## src/rtl/pong_pkg.sv

```systemverilog
// Shared constants for the pong game: FSM state codes and
// playfield geometry used alongside the ball re-centre strobe.
package pong_pkg;

  localparam logic [2:0] ST_IDLE      = 3'd0;
  localparam logic [2:0] ST_SERVE     = 3'd1;
  localparam logic [2:0] ST_PLAY      = 3'd2;
  localparam logic [2:0] ST_POINT     = 3'd3;
  localparam logic [2:0] ST_GAME_OVER = 3'd4;

  localparam int unsigned PADDLE_ONE_X = 20;
  localparam int unsigned PADDLE_TWO_X = 610;
  localparam int unsigned BALL_SIZE    = 10;
  localparam int unsigned CENTER_X     = 315;
  localparam int unsigned CENTER_Y     = 235;

  typedef logic [1:0] speed_t;

endpackage

```

## src/rtl/pong_match_controller_if.sv

```systemverilog
// Bundle between the match controller and the ball movement datapath.
interface pong_match_controller_if;
  import pong_pkg::*;

  logic   collided;
  logic   miss_left;
  logic   miss_right;
  logic   ball_run;
  logic   ball_center;
  logic   serve_dir;
  speed_t speed_level;

  modport master (
    input  collided, miss_left, miss_right,
    output ball_run, ball_center, serve_dir, speed_level
  );

  modport slave (
    output collided, miss_left, miss_right,
    input  ball_run, ball_center, serve_dir, speed_level
  );

endinterface

```

## src/rtl/frame_tick_gen.sv

```systemverilog
// Rising-edge detector turning the end-of-frame level into a
// single-clock frame tick.
module frame_tick_gen (
  input  logic clk_i,
  input  logic rst_ni,
  input  logic level_i,
  output logic tick_o
);

  logic eof_q;

  always_ff @(posedge clk_i) begin
    if (!rst_ni) eof_q <= 1'b0;
    else         eof_q <= level_i;
  end

  assign tick_o = level_i & ~eof_q;

endmodule

```

## src/rtl/pong_match_controller.sv

```systemverilog
// Match sequencer: serve countdown, play, point pause, game over,
// scores and rally speed level. All timing is in video frames.
module pong_match_controller
  import pong_pkg::*;
#(
  parameter int SERVE_FRAMES   = 60,
  parameter int POINT_FRAMES   = 30,
  parameter int WIN_SCORE      = 7,
  parameter int HITS_PER_LEVEL = 4
) (
  input  logic                           clk50M,
  input  logic                           reset_n,
  input  logic                           endofframe,
  input  logic                           start,
  pong_match_controller_if.master        ball,
  output logic [3:0]                     score_one,
  output logic [3:0]                     score_two,
  output logic                           game_over,
  output logic                           winner,
  output logic [2:0]                     state
);

  logic       tick;
  logic [2:0] state_q, state_d;
  logic [7:0] cnt_q, cnt_d;
  logic [3:0] s1_q, s1_d, s2_q, s2_d;
  logic [3:0] hits_q, hits_d;
  speed_t     spd_q, spd_d;
  logic       dir_q, dir_d;
  logic       win_q, win_d;
  logic       colp_q, start_q;
  logic       ent_q, ctr_q, run_q, dir_o_q;
  speed_t     spd_o_q;
  logic       hit_edge, start_rise, serve_entry, win_reached;

  frame_tick_gen u_tick (
    .clk_i   (clk50M),
    .rst_ni  (reset_n),
    .level_i (endofframe),
    .tick_o  (tick)
  );

  assign hit_edge    = ball.collided & ~colp_q;
  assign start_rise  = start & ~start_q;
  assign win_reached = (s1_q == 4'(WIN_SCORE)) |
                       (s2_q == 4'(WIN_SCORE));

  always_comb begin
    state_d = state_q;
    cnt_d   = cnt_q;
    s1_d    = s1_q;
    s2_d    = s2_q;
    hits_d  = hits_q;
    spd_d   = spd_q;
    dir_d   = dir_q;
    win_d   = win_q;
    unique case (state_q)
      ST_IDLE: begin
        if (start) state_d = ST_SERVE;
      end
      ST_SERVE: begin
        if (tick) begin
          cnt_d = cnt_q - 8'd1;
          if (cnt_q == 8'd1) state_d = ST_PLAY;
        end
      end
      ST_PLAY: begin
        // misses outrank hits; left miss outranks right miss
        if (tick) begin
          if (ball.miss_left) begin
            s2_d    = s2_q + 4'd1;
            dir_d   = 1'b1;
            win_d   = 1'b1;
            cnt_d   = 8'(POINT_FRAMES);
            state_d = ST_POINT;
          end else if (ball.miss_right) begin
            s1_d    = s1_q + 4'd1;
            dir_d   = 1'b0;
            win_d   = 1'b0;
            cnt_d   = 8'(POINT_FRAMES);
            state_d = ST_POINT;
          end else if (hit_edge) begin
            if (hits_q == 4'(HITS_PER_LEVEL - 1)) begin
              hits_d = 4'd0;
              if (spd_q != 2'd3) spd_d = spd_q + 2'd1;
            end else begin
              hits_d = hits_q + 4'd1;
            end
          end
        end
      end
      ST_POINT: begin
        if (tick) begin
          cnt_d = cnt_q - 8'd1;
          if (cnt_q == 8'd1)
            state_d = win_reached ? ST_GAME_OVER : ST_SERVE;
        end
      end
      ST_GAME_OVER: begin
        if (start_rise) begin
          s1_d    = 4'd0;
          s2_d    = 4'd0;
          state_d = ST_SERVE;
        end
      end
      default: state_d = ST_IDLE;
    endcase
    serve_entry = (state_d == ST_SERVE) && (state_q != ST_SERVE);
    if (serve_entry) begin
      cnt_d  = 8'(SERVE_FRAMES);
      spd_d  = 2'd0;
      hits_d = 4'd0;
    end
  end

  always_ff @(posedge clk50M) begin
    if (!reset_n) begin
      state_q <= ST_IDLE;
      cnt_q   <= 8'd0;
      s1_q    <= 4'd0;
      s2_q    <= 4'd0;
      hits_q  <= 4'd0;
      spd_q   <= 2'd0;
      dir_q   <= 1'b0;
      win_q   <= 1'b0;
      colp_q  <= 1'b0;
      start_q <= 1'b0;
      ent_q   <= 1'b0;
      ctr_q   <= 1'b0;
      run_q   <= 1'b0;
      dir_o_q <= 1'b0;
      spd_o_q <= 2'd0;
    end else begin
      state_q <= state_d;
      cnt_q   <= cnt_d;
      s1_q    <= s1_d;
      s2_q    <= s2_d;
      hits_q  <= hits_d;
      spd_q   <= spd_d;
      dir_q   <= dir_d;
      win_q   <= win_d;
      if (tick) colp_q <= ball.collided;
      start_q <= start;
      ent_q   <= serve_entry;
      ctr_q   <= ent_q;
      run_q   <= (state_q == ST_PLAY);
      dir_o_q <= dir_q;
      spd_o_q <= spd_q;
    end
  end

  assign ball.ball_run    = run_q;
  assign ball.ball_center = ctr_q;
  assign ball.serve_dir   = dir_o_q;
  assign ball.speed_level = spd_o_q;
  assign score_one        = s1_q;
  assign score_two        = s2_q;
  assign game_over        = (state_q == ST_GAME_OVER);
  assign winner           = win_q;
  assign state            = state_q;

endmodule

```

## src/flat_wrapper.sv

```systemverilog
// flat-port wrapper written by rule: the top's interface ports become plain ports
module pong_match_controller_flat import pong_pkg::*;
#(
  parameter int SERVE_FRAMES   = 60,
  parameter int POINT_FRAMES   = 30,
  parameter int WIN_SCORE      = 7,
  parameter int HITS_PER_LEVEL = 4
)
  (clk50M, reset_n, endofframe, start, score_one, score_two, game_over, winner, state, ball_collided, ball_miss_left, ball_miss_right, ball_ball_run, ball_ball_center, ball_serve_dir, ball_speed_level);
  pong_match_controller_if ball_i ();
  input  logic clk50M;
  input  logic reset_n;
  input  logic endofframe;
  input  logic start;
  output logic [3:0] score_one;
  output logic [3:0] score_two;
  output logic game_over;
  output logic winner;
  output logic [2:0] state;
  input wire logic [$bits(ball_i.collided)-1:0] ball_collided;
  input wire logic [$bits(ball_i.miss_left)-1:0] ball_miss_left;
  input wire logic [$bits(ball_i.miss_right)-1:0] ball_miss_right;
  output wire logic [$bits(ball_i.ball_run)-1:0] ball_ball_run;
  output wire logic [$bits(ball_i.ball_center)-1:0] ball_ball_center;
  output wire logic [$bits(ball_i.serve_dir)-1:0] ball_serve_dir;
  output wire logic [$bits(ball_i.speed_level)-1:0] ball_speed_level;
  assign ball_i.collided = ball_collided;
  assign ball_i.miss_left = ball_miss_left;
  assign ball_i.miss_right = ball_miss_right;
  assign ball_ball_run = ball_i.ball_run;
  assign ball_ball_center = ball_i.ball_center;
  assign ball_serve_dir = ball_i.serve_dir;
  assign ball_speed_level = ball_i.speed_level;
  pong_match_controller #(.SERVE_FRAMES(SERVE_FRAMES), .POINT_FRAMES(POINT_FRAMES), .WIN_SCORE(WIN_SCORE), .HITS_PER_LEVEL(HITS_PER_LEVEL)) u_core (.clk50M(clk50M), .reset_n(reset_n), .endofframe(endofframe), .start(start), .ball(ball_i), .score_one(score_one), .score_two(score_two), .game_over(game_over), .winner(winner), .state(state));
endmodule
```

## config.mk

```make
export PLATFORM = sky130hd
export DESIGN_NAME = pong_match_controller_flat
export DESIGN_NICKNAME = d
export VERILOG_FILES = /design/src/rtl/pong_pkg.sv /design/src/rtl/pong_match_controller_if.sv /design/src/rtl/frame_tick_gen.sv /design/src/rtl/pong_match_controller.sv /design/src/flat_wrapper.sv
export SDC_FILE = /design/constraint.sdc
export NUM_CORES = 1
export LEC_CHECK = 0
export CORE_ASPECT_RATIO = 0.5
export CORE_UTILIZATION = 55
export CTS_BUF_LIST = sky130_fd_sc_hd__clkbuf_16
export DETAILED_ROUTE_END_ITERATION = 8
export PLACE_DENSITY = 0.8
export SLEW_MARGIN = 20
export SYNTH_ARGS = -nofsm -noshare
export SYNTH_HDL_FRONTEND = slang
export SYNTH_SLANG_ARGS = --single-unit
```

## constraint.sdc

```tcl
create_clock -name clk50M -period 2.89 [get_ports clk50M]
set_clock_uncertainty 0.15 [all_clocks]
set_input_delay 0.578 -clock clk50M [delete_from_list [all_inputs] [get_ports clk50M]]
set_output_delay 0.578 -clock clk50M [all_outputs]
set_load 0.005 [all_outputs]
```

==> results.md <==
* Routed wire per std cell at approximately 15 µm
* Max Slew Vio Count at 0
* Hpwl dp at roughly 2.7 mm
* Worst Path Max Fanout at 9
* Synthesized flop and latch total at 35
* Synth cell types at 49
* Initial antenna violation count at 0
* Slowest CP cell: clkdlybuf4s50_1
* Largest net degree at the start of global routing at 16
* H-Tree Depth at 2
* Die area at 0.003549 mm²
* Critical path's top delay family: buffers and inverters
* Crit path time final at 2704 ps
* Setup crit start kind: register
* Final hold vios at 0
* Status: finished clean
* Setup tns final at 0 ps
* Worst hold slack at 279.8 ps
* Share of the clock period used by the worst path at a little over 90%
* Fmax at 369.8 MHz
* # IOs at 25
* Metal-1 WL at 1.803 mm
* Post-synth EDFFs at 0
* Grt ovf at 0
* Leak at 0.8602 nW
* Sink Count at 35
* # diodes at 0
* Ordered list of cells on the worst path: nor3b_1, clkdlybuf4s50_1
* Longest Clk Path Bufs at 2
* Vias/cell at 5.964
* Die H at 42.63 µm
* Syn nets at 191
* Setup ws final at 185.7 ps
* Most frequent cells after synthesis: 35 x dfxtp_1, 10 x nor2_1, 9 x nand4_1, 9 x xor2_1
* Ys flop type: dfxtp_1
* Power density over the cells at 508.2 mW/mm²
* Tightest Hold Check Type: register to register
* Crit path buffers/inverters at 1
* Metal3 WL at 184 µm
* Worst Max-Slew Pin Slew at 560.8 ps
* Crit path required time at roughly 2200 ps
* VDD IR max at 0.0004147 V
* Top post-synthesis cells by area: dfxtp_1 39%, nor3b_2 4.8%, xor2_1 4.3%, ha_1 4.1%, mux2i_1 3.3%
* Number of global-route vias before repair at between 1000 and 1500
* Top cell type's share of synthesized area at 38.59%
* # Post-CTS Setup Buffers at 0
* GRT Total Usage at 23.36%
* Via count at 1479
* Share of cells above drive strength 1 at between 10% and 20%
* Max incr delay on CP at 610 ps
* Relative slew margins at 62.53%
* Highest routed layer: met4
* Routed wire length at 3.816 mm
* Synth Instances at 178
* Core Area at 0.003065 mm²
* Clock root cell: clkbuf_16
* CP endpoint kind: output pin
* Sequential Area at 700.7 µm²
* Number of nets in the layout at 220
* Multi-input logic area at 0.001054 mm²
* Async set-reset flop share out of synthesis at 0%
* Most frequent cell after synthesis: dfxtp_1
* Number of gates resized after cts at 0
* Starting Density at 59.22%
* Hold-fix buffers at CTS at 0
* Final ANT Viol Nets at 0
* Synthesized area at around 0.0018 mm²
* Sequential fraction of the synthesis area at 38.59%
* Clock transition at path regs at 50 ps
* Fillers at approximately 220
* First-pass GRT wire length at roughly 6.3 mm
* Site Rows at 14
* WL met2 at 1.803 mm
* Clk_lat worst skew at 270 ps
* Total power at 1.141 mW
* Detailed Routing Iterations Pass 1 at 4
* GP Congestion at 0.8828
* Pre-CTS setup slack at 186.7 ps
* RSZ-0062 raised after global routing: no
* Die Span X at 83.25 µm
* PortBufs at 24
* Initial DRC count at 67
* Final setup fails at 0
* Fin util at 73.27%
* Critical path class: register to output pin
* CTS buffer count at 5
* Crit path DAT at 1980 ps
* TritonCTS clock tree: built
* Max-Cap Viols at 0
* Cell taking the most area after synthesis: dfxtp_1
* Syn-to-layout area delta at 23.71%
* Synth warn at 0
* DRC at 0
* Mean Syn Cell Area at 10.20 µm²
-- area by class of cell --
| cell class | instances | area share (%) |
|---|---|---|
| Clock buffer | 5 | 5.571 |
| Inverter | 5 | 0.8357 |
| Multi-Input combinational cell | 130 | 46.91 |
| Clock inverter | 3 | 0.5571 |
| Sequential cell | 35 | 31.20 |
| Timing Repair Buffer | 30 | 12.70 |
| Tap cell | 40 | 2.228 |
-- metal layers --
metal / up-vias / track usage [%]
li1: 717 / -
met1: 712 / 30.33
met2: 46 / 37.54
met3: 4 / 6.890
met4: 0 / 7.931
met5: - / 0
-- worst register-to-register path, stage by stage, from the launching register on --
cell and delay [ps]:
dfxtp_1 410, inv_1 90, ha_1 190, nor4bb_2 170, buf_4 150, a41oi_1 370, a41oi_4 40, buf_4 230
o31a_1 310
-- power breakdown --
| group | leakage, nW | internal, mW | total, mW | switching (mW) |
|---|---|---|---|---|
| Clock | 0.0762 | 0.311 | 0.495 | 0.184 |
| Combinational | 0.500 | 0.0634 | 0.124 | 0.0609 |
| Sequential | 0.285 | 0.499 | 0.522 | 0.0235 |
-- final timing paths --
path                   start                      end  slack [ps]  depth (start not counted)
max          u_core.state[2]                game_over         190                          2
min             u_core.ent_q  u_core.ball.ball_center         280                          1
max reg2reg  u_core.cnt_q[1]          u_core.cnt_q[5]         670                          8
min reg2reg     u_core.ent_q  u_core.ball.ball_center         280                          1
-- cell families (layout without fill, tap and decap cells) --
family                     count (synthesis)  after routing  synth area share, %
DFF                                       35             35                38.59
adders and majority gates                  6              6                4.135
muxes                                      6              6                3.308
and+or+nand+nor                           78             78                31.08
xor gates and xnor gates                  13             13                6.272
AOI/OAI and AO/OA                         27             27                13.23
buffers and inverters                     13             43                3.376
-- through the flow --
step	area, µm²	std cells
after detailed placement	2108	240
after global routing	2246	248
after floorplan	1815	178
after global placement	2108	240
after CTS	2246	248
final	2246	248
-- cell usage in the layout, fill, tap and decap left out, types with 3 or more instances in the layout --
cell	Yosys	layout
and3_1	3	3
a21boi_0	4	4
xnor2_1	4	4
clkbuf_16	0	5
nand2_1	7	7
buf_4	0	6
nor2_1	10	10
nand4_1	9	9
nand3_1	6	6
clkdlybuf4s50_1	0	24
ha_1	6	6
nor3b_2	7	7
dfxtp_1	35	35
o211ai_1	5	5
and3b_1	3	3
mux2i_1	6	6
xor2_1	9	9
nor2b_1	4	4
and2_1	7	7
o31a_1	4	4
nor3b_1	3	3
o21ai_0	3	3
inv_1	5	7
-- registers in the layout, indices dropped and copies added, names as in the netlist, 2 cells and up --
name / cells
u_core.ball.speed_level: 2
u_core.spd_q: 2
u_core.hits_q: 4
u_core.score_one: 4
u_core.state: 3
u_core.score_two: 4
u_core.cnt_q: 8
Power figures use the tool's default switching activity.
